### config.mk
export PLATFORM = sky130hd
export DESIGN_NAME = tinyqv_lsu
export DESIGN_NICKNAME = d
export VERILOG_FILES = /design/src/rtl/tinyqv_lsu_pkg.sv /design/src/rtl/tinyqv_nibble_sreg.sv /design/src/rtl/tinyqv_lsu.sv
export SDC_FILE = /design/constraint.sdc
export NUM_CORES = 1
export LEC_CHECK = 0
export BUFFER_PORTS_ARGS = -buffer_cell sky130_fd_sc_hd__buf_2
export CAP_MARGIN = 10
export CORE_MARGIN = 2
export CORE_UTILIZATION = 52
export CTS_BUF_LIST = sky130_fd_sc_hd__clkbuf_8 sky130_fd_sc_hd__clkbuf_16
export DETAILED_ROUTE_END_ITERATION = 8
export PLACE_DENSITY_LB_ADDON = 0.2
export SYNTH_ARGS = -nofsm -noshare
export SYNTH_HDL_FRONTEND = slang
export SYNTH_SLANG_ARGS = --single-unit
### constraint.sdc
create_clock -name clk -period 5.3 [get_ports clk]
set_input_delay 1.06 -clock clk [delete_from_list [all_inputs] [get_ports clk]]
set_output_delay 1.06 -clock clk [all_outputs]
set_load 0.01 [all_outputs]
### src/rtl/tinyqv_lsu_pkg.sv
// Shared definitions for the TinyQV load/store unit: FSM state encoding and
// memory request size codes.
package tinyqv_lsu_pkg;

  typedef enum logic [2:0] {
    ST_IDLE       = 3'd0,
    ST_STORE_REQ  = 3'd1,
    ST_LOAD_REQ   = 3'd2,
    ST_LOAD_WAIT  = 3'd3,
    ST_LOAD_HOLD  = 3'd4,
    ST_LOAD_DATA  = 3'd5
  } lsu_state_e;

  localparam logic [1:0] SZ_BYTE = 2'b00;
  localparam logic [1:0] SZ_HALF = 2'b01;
  localparam logic [1:0] SZ_WORD = 2'b10;

  // mem_op[2] is the load sign flag; the memory side only sees the size.
  function automatic logic [1:0] op_to_size(input logic [2:0] mem_op);
    casez (mem_op)
      3'b?00:  return SZ_BYTE;
      3'b?01:  return SZ_HALF;
      default: return SZ_WORD;
    endcase
  endfunction

endpackage

### src/rtl/tinyqv_nibble_sreg.sv
// 32-bit shift register fed one nibble per clock, LSB nibble first.
// shifted_o is the word as it will be after the current clock edge.
module tinyqv_nibble_sreg (
  input  logic        clk,
  input  logic [3:0]  nibble_i,
  output logic [31:0] shifted_o
);

  logic [31:0] sreg_q;

  assign shifted_o = {nibble_i, sreg_q[31:4]};

  always_ff @(posedge clk) begin
    sreg_q <= shifted_o;
  end

endmodule

### src/rtl/tinyqv_lsu.sv
// TinyQV load/store unit: turns nibble-serial core accesses into single
// 32-bit memory requests and streams load data back one nibble per clock.
//
// state        | meaning
// ST_IDLE      | no access in flight, accepts address_ready
// ST_STORE_REQ | store request presented, waiting for mem_req_ready
// ST_LOAD_REQ  | load request presented, waiting for mem_req_ready
// ST_LOAD_WAIT | load accepted, waiting for mem_rvalid
// ST_LOAD_HOLD | load data buffered, waiting for counter wrap
// ST_LOAD_DATA | returning buffered data, one nibble per counter step
module tinyqv_lsu
  import tinyqv_lsu_pkg::*;
(
  input  logic        clk,
  input  logic        rstn,
  input  logic [2:0]  counter_i,
  input  logic        address_ready_i,
  input  logic        is_load_i,
  input  logic        is_store_i,
  input  logic [2:0]  mem_op_i,
  input  logic [27:0] addr_in_i,
  input  logic [3:0]  store_nibble_i,
  output logic        load_data_ready_o,
  output logic [3:0]  load_nibble_o,
  output logic        busy_o,
  output logic        mem_req_valid_o,
  output logic        mem_req_write_o,
  output logic [1:0]  mem_req_size_o,
  output logic [27:0] mem_addr_o,
  output logic [31:0] mem_wdata_o,
  input  logic        mem_req_ready_i,
  input  logic        mem_rvalid_i,
  input  logic [31:0] mem_rdata_i
);

  lsu_state_e  state_q, state_d;
  logic [27:0] addr_q, addr_d;
  logic [31:0] wdata_q, wdata_d;
  logic [1:0]  size_q, size_d;
  logic [31:0] rbuf_q, rbuf_d;
  logic [31:0] store_word;
  logic        cnt_last;

  assign cnt_last = (counter_i == 3'd7);

  tinyqv_nibble_sreg u_sreg (
    .clk       (clk),
    .nibble_i  (store_nibble_i),
    .shifted_o (store_word)
  );

  always_ff @(posedge clk) begin
    if (!rstn) begin
      state_q <= ST_IDLE;
    end else begin
      state_q <= state_d;
    end
  end

  // Datapath fields carry no reset; they are only observed once the FSM
  // has loaded them.
  always_ff @(posedge clk) begin
    addr_q  <= addr_d;
    wdata_q <= wdata_d;
    size_q  <= size_d;
    rbuf_q  <= rbuf_d;
  end

  always_comb begin
    state_d = state_q;
    addr_d  = addr_q;
    wdata_d = wdata_q;
    size_d  = size_q;
    rbuf_d  = rbuf_q;
    unique case (state_q)
      ST_IDLE: begin
        if (address_ready_i && (is_store_i || is_load_i)) begin
          addr_d = addr_in_i;
          size_d = op_to_size(mem_op_i);
          if (is_store_i) begin
            wdata_d = store_word;
            state_d = ST_STORE_REQ;
          end else begin
            state_d = ST_LOAD_REQ;
          end
        end
      end
      ST_STORE_REQ: begin
        if (mem_req_ready_i) state_d = ST_IDLE;
      end
      ST_LOAD_REQ: begin
        if (mem_req_ready_i) begin
          if (mem_rvalid_i) begin
            rbuf_d  = mem_rdata_i;
            state_d = cnt_last ? ST_LOAD_DATA : ST_LOAD_HOLD;
          end else begin
            state_d = ST_LOAD_WAIT;
          end
        end
      end
      ST_LOAD_WAIT: begin
        if (mem_rvalid_i) begin
          rbuf_d  = mem_rdata_i;
          state_d = cnt_last ? ST_LOAD_DATA : ST_LOAD_HOLD;
        end
      end
      ST_LOAD_HOLD: begin
        if (cnt_last) state_d = ST_LOAD_DATA;
      end
      ST_LOAD_DATA: begin
        if (cnt_last) state_d = ST_IDLE;
      end
      default: state_d = ST_IDLE;
    endcase
  end

  always_comb begin
    mem_req_valid_o   = 1'b0;
    mem_req_write_o   = 1'b0;
    load_data_ready_o = 1'b0;
    load_nibble_o     = 4'h0;
    busy_o            = (state_q != ST_IDLE);
    case (state_q)
      ST_STORE_REQ: begin
        mem_req_valid_o = 1'b1;
        mem_req_write_o = 1'b1;
      end
      ST_LOAD_REQ: begin
        mem_req_valid_o = 1'b1;
      end
      ST_LOAD_DATA: begin
        load_data_ready_o = 1'b1;
        load_nibble_o     = rbuf_q[{counter_i, 2'b00} +: 4];
      end
      default: ;
    endcase
  end

  assign mem_addr_o     = addr_q;
  assign mem_wdata_o    = wdata_q;
  assign mem_req_size_o = size_q;

endmodule

== After elaboration in Yosys (flattened, before gate mapping) ==
Cells that the tools add are included.
Cells by class
  equal/unequal tests: 13
  shift operators: 1
  mux-type cells: 18
  reduce and logical (&&, ||, !) cells: 11
Operators by type and width (count)
  $mux W32: 2
  $pmux W32 S2: 1
  $shiftx A32 B6 Y4: 1
  $mux W3: 7
  $pmux W3 S6: 1
  $ne A2 B2 Y1 const B: 6
  $eq A3 B3 Y1 const B: 3
  $eq A3 B2 Y1 const B: 2
  $reduce_and A6 Y1: 1
  $mux W1: 4
  $mux W4: 1
  $pmux W2 S2: 1
  $reduce_and A2 Y1: 2
  $eq A3 B1 Y1 const B: 1
  $logic_not A3 Y1: 1
  $reduce_and A3 Y1: 1
  $reduce_bool A3 Y1: 1
  $eq A2 B1 Y1 const B: 1
  $logic_not A2 Y1: 1
  $mux W2: 1
  $reduce_bool A2 Y1: 1
  $reduce_or A2 Y1: 1
  $logic_and A1 B1 Y1: 1
  $logic_or A1 B1 Y1: 1
Storage, ports and cells
  register bits after elaboration: 129
  input port bits: 77
  output and inout bits: 70
  word-level logic and storage cells: 49

== Depth between registers and ports, before layout ==
  word-level depth: 5
  depth in mapped cells: 5

== By module ==
A second synthesis with hierarchy kept.
Unflattened totals
  cell total of the unflattened synthesis: 193
  area, all modules: 4005.1 um2
Modules (own cells, without submodules)
  tinyqv_lsu: times used 1, cells each 161, area each 3414.5 um2, seq. area each 2882.8 um2
  tinyqv_nibble_sreg: times used 1, cells each 32, area each 590.6 um2, seq. area each 560.5 um2

== Least setup slack after synthesis ==
No wires, ideal clock.
  path kind: input-to-output
  from: in counter_i[0]
  to: out load_nibble_o[0]
  arrival time: 1894 ps
  required time: 4240 ps
  slack: 2346 ps
  stages on the path: 4
  path through: buf_6 -> mux4_2 -> mux2i_1 -> nor2_1
Between the ends
  cells in the longest elaborated chain, start to end: 2
Ends and longest elaborated chain
  from (decl): RTL line tinyqv_lsu.sv:16  | input logic [2:0] counter_i,
  $shiftx A32 B6 Y4: RTL line tinyqv_lsu.sv:133  | load_nibble_o = rbuf_q[{counter_i, 2'b00} +: 4];
  $mux W4: RTL line tinyqv_lsu.sv:123  | case (state_q)
  to (decl): RTL line tinyqv_lsu.sv:24  | output logic [3:0] load_nibble_o,
Every way passes these cells.

== Worst setup path after layout ==
Same ends and word-level chain as after synthesis.

==> metrics.md <==
| Metric | Value |
|---|---|
| Cell family with most CP delay | `multiplexers` |
| Total GRT Usage | `between 15 and 20%` |
| Yosys warning count | `0` |
| Clock Skew | `0.0104 ns` |
| Ys async rst share | `0%` |
| Peak supply drop | `about 0.00028 V` |
| PwrDens | `around 510 nW/um^2` |
| Largest family of logic cells by synthesized area | `multiplexers` |
| R2r worst-path depth | `4` |
| WS Path Type | `input pin to primary output` |
| Overall power | `roughly 2.8 mW` |
| Vias per inst | `4.75` |
| Drt drc | `0` |
| Ys flop type | `edfxtp_1` |
| Congestion Overflow GR | `0` |
| Antenna diodes | `0` |
| Die ar. | `~8400 sq um` |
| Crit-path cells | `buf_2, mux4_2, mux2i_1, nor2_1, buf_2` |
| Initial DRC Count | `66` |
| Run status | `finished, final reports clean` |
| Total Wirelength | `between 7 and 8 mm` |
| Setup TNS | `0 ns` |
| RSZ-0062 raised after global routing | `no` |
| Starting Density | `approximately 54%` |
| Final-report setup violation count | `0` |
| Sequential area share after synthesis | `86.6%` |
| Synth top area share | `around 71%` |
| Multi-input logic area | `477 sq um` |
| IO buf count | `between 100 and 150` |
| Slew headroom | `a little over two thirds` |
| Commonest cells after routing, fill and taps aside | `buf_2, edfxtp_1, dfxtp_1, clkbuf_16, nor2_1` |
| Simple-Gate Fraction of Synth Area | `3.21%` |
| PostCTS Resize Cnt | `0` |
| Most used cell, CP | `buf_2` |
| CP max FO | `9` |
| DR vias | `between 2000 and 2500` |
| CP bufs+invs | `2` |
| Post-route ant nets | `0` |
| Worst hold stages | `0` |
| # IOs | `between 100 and 150` |
| Worst slew pin tran | `between 0.4 and 0.5 ns` |
| Worst setup EP type | `primary output` |
| Final-report hold violation count | `0` |
| Total CTS buffers | `17` |
| Die Span X | `91.4 microns` |
| Layout cell share with drive strength beyond 1 | `between 50% and 60%` |
| Mapped cell area | `roughly 4000 sq um` |
| Syn nets | `roughly 270` |
| XOR/XNOR Fraction of Synth Area | `0.220%` |
| CP arrival | `~2.2 ns` |
| GP Congestion | `about 0.8` |
| Tmin final | `3.29 ns` |
| Number of flops mapped to enable cells by yosys | `94` |
| Max Clk Rate | `304 MHz` |
| Max-cap viol count | `0` |
| Clk_lat worst skew | `roughly 0.50 ns` |
| Largest net degree at the start of global routing | `33` |
| Vias in the first global route | `2218` |
| Yosys top cell by area | `edfxtp_1` |
| Layout fillers | `between 400 and 500` |
| Hold WC Path Type | `flop to flop` |
| First-pass GRT wire length | `between 10 and 15 mm` |
| CP Depth | `5` |
| Worst setup SP type | `input pin` |
| Yosys reg bits | `roughly 130` |
| CTS H-tree depth | `4` |
| Post-CTS Setup Inserts | `0` |
| Final #Nets | `426` |
| CTS root buf | `clkbuf_8` |
| Std-Cell Rows | `31` |
| Post-CTS Hold Buffers | `0` |
| Clk slew on worst S/H paths | `0.06 ns` |
| TritonCTS clock tree | `yes` |
| Die H | `between 90 and 100 microns` |
| Core Region | `7330 sq um` |
| Synth Instances | `about 190` |
| Mux cell area share after synthesis | `~5.5%` |
| Post-synthesis adder-cell area fraction | `0%` |
| Most common cell after layout, fill and taps aside | `buf_2` |
| Crit share post-route | `between 60 and 70%` |
| CTS sink cnt | `roughly 130` |
| P_leak | `roughly 2.2 nW` |
| Area growth, synth to finish | `36.0%` |
| CTS Buffer Depth | `2` |
| Largest cells by area after synthesis | `edfxtp_1, dfxtp_1, mux4_2` |
| Netlist cell types | `30` |
| Synthesized area per cell | `roughly 21 sq um` |
| Initial antenna violation count | `0` |
| CP max stage delay | `approximately 0.55 ns` |
| Max-slew violations | `0` |
| Hpwl dp | `approximately 5.0 mm` |
| Reg area | `between 3000 and 4000 sq um` |
| Worst EP required | `between 4 and 5 ns` |
| Cell with the largest stage delay on the worst path | `mux4_2` |
| Wire per inst | `between 15 and 20 microns` |
| Drt first pass iters | `4` |
| Post-synthesis compound-gate area fraction | `under 10%` |
per-stage QoR:
stage | hold WS (ns) | utilization, % | std cells | setup WS [ns] | instance area (sq um)
after floorplan | 0.327 | - | 189 | 2.35 | 3980
after global placement | 0.329 | 65.6 | 429 | 2.00 | 4810
after detailed placement | 0.333 | 65.6 | 429 | 1.99 | 4810
after CTS | 0.347 | 73.8 | 461 | 1.98 | 5410
after global routing | 0.353 | 73.8 | 461 | 1.91 | 5410
final | 0.343 | 73.8 | 461 | 2.01 | 5410
cells in the mapped netlist, types with 2 or more instances:
cell and number:
buf_4 2, inv_1 4, nor2_1 11, a21oi_1 2, nand3b_1 2, edfxtp_1 94, nor2b_1 2, buf_2 3
dfxtp_1 31, nor3_1 2, nand2_1 2, o21a_1 3, mux4_2 8, mux2i_1 4, o21ai_0 4
report_power, final:
group,switching [mW],internal [mW],leakage [nW],total [mW]
registers,0.0582,1.22,1.13,1.28
clock network,0.415,0.723,0.288,1.14
logic,0.211,0.148,0.776,0.359
total,0.684,2.09,2.19,2.78
routing by layer:
layer,wire length (microns),share of wire [%],global-route usage (%)
met5,0,0,0
met2,3690,52,30.3
met1,2760,39,19.8
met4,95,1.3,8.33
met3,528,7.5,5.56
state kept, by name, indices dropped and copies added, names as in the netlist:
name,cells
mem_addr_o,28
mem_req_size_o,2
mem_wdata_o,32
rbuf_q,32
state_q,3
u_sreg.sreg_q,28
path summary, 6_finish.rpt:
check / from / endpoint / slack, ns
setup / recovery: counter_i[0] / load_nibble_o[0] / 2.01
hold / removal: u_sreg.sreg_q[11]$_DFF_P_ / u_sreg.sreg_q[7]$_DFF_P_ / 0.34
setup reg to reg: state_q[1]$_SDFFE_PN0P_ / rbuf_q[18]$_DFFE_PP_ / 3.47
hold reg to reg: u_sreg.sreg_q[11]$_DFF_P_ / u_sreg.sreg_q[7]$_DFF_P_ / 0.34
cell families after synthesis:
| group | after synthesis |
|---|---|
| xor+xnor | 1 |
| mux | 12 |
| compound gates | 16 |
| simple gates | 24 |
| buf+inv | 11 |
| flops | 125 |
area by class of cell:
class | count | share of cell area [%]
Tap cell | 99 | 2.29
Sequential cell | 125 | 63.7
Clock inverter | 15 | 3.45
Clock buffer | 17 | 7.66
Multi-Input combinational cell | 53 | 8.82
Inverter | 4 | 0.278
Timing Repair Buffer | 148 | 13.8
No activity file was read; power rests on OpenSTA's default activity.
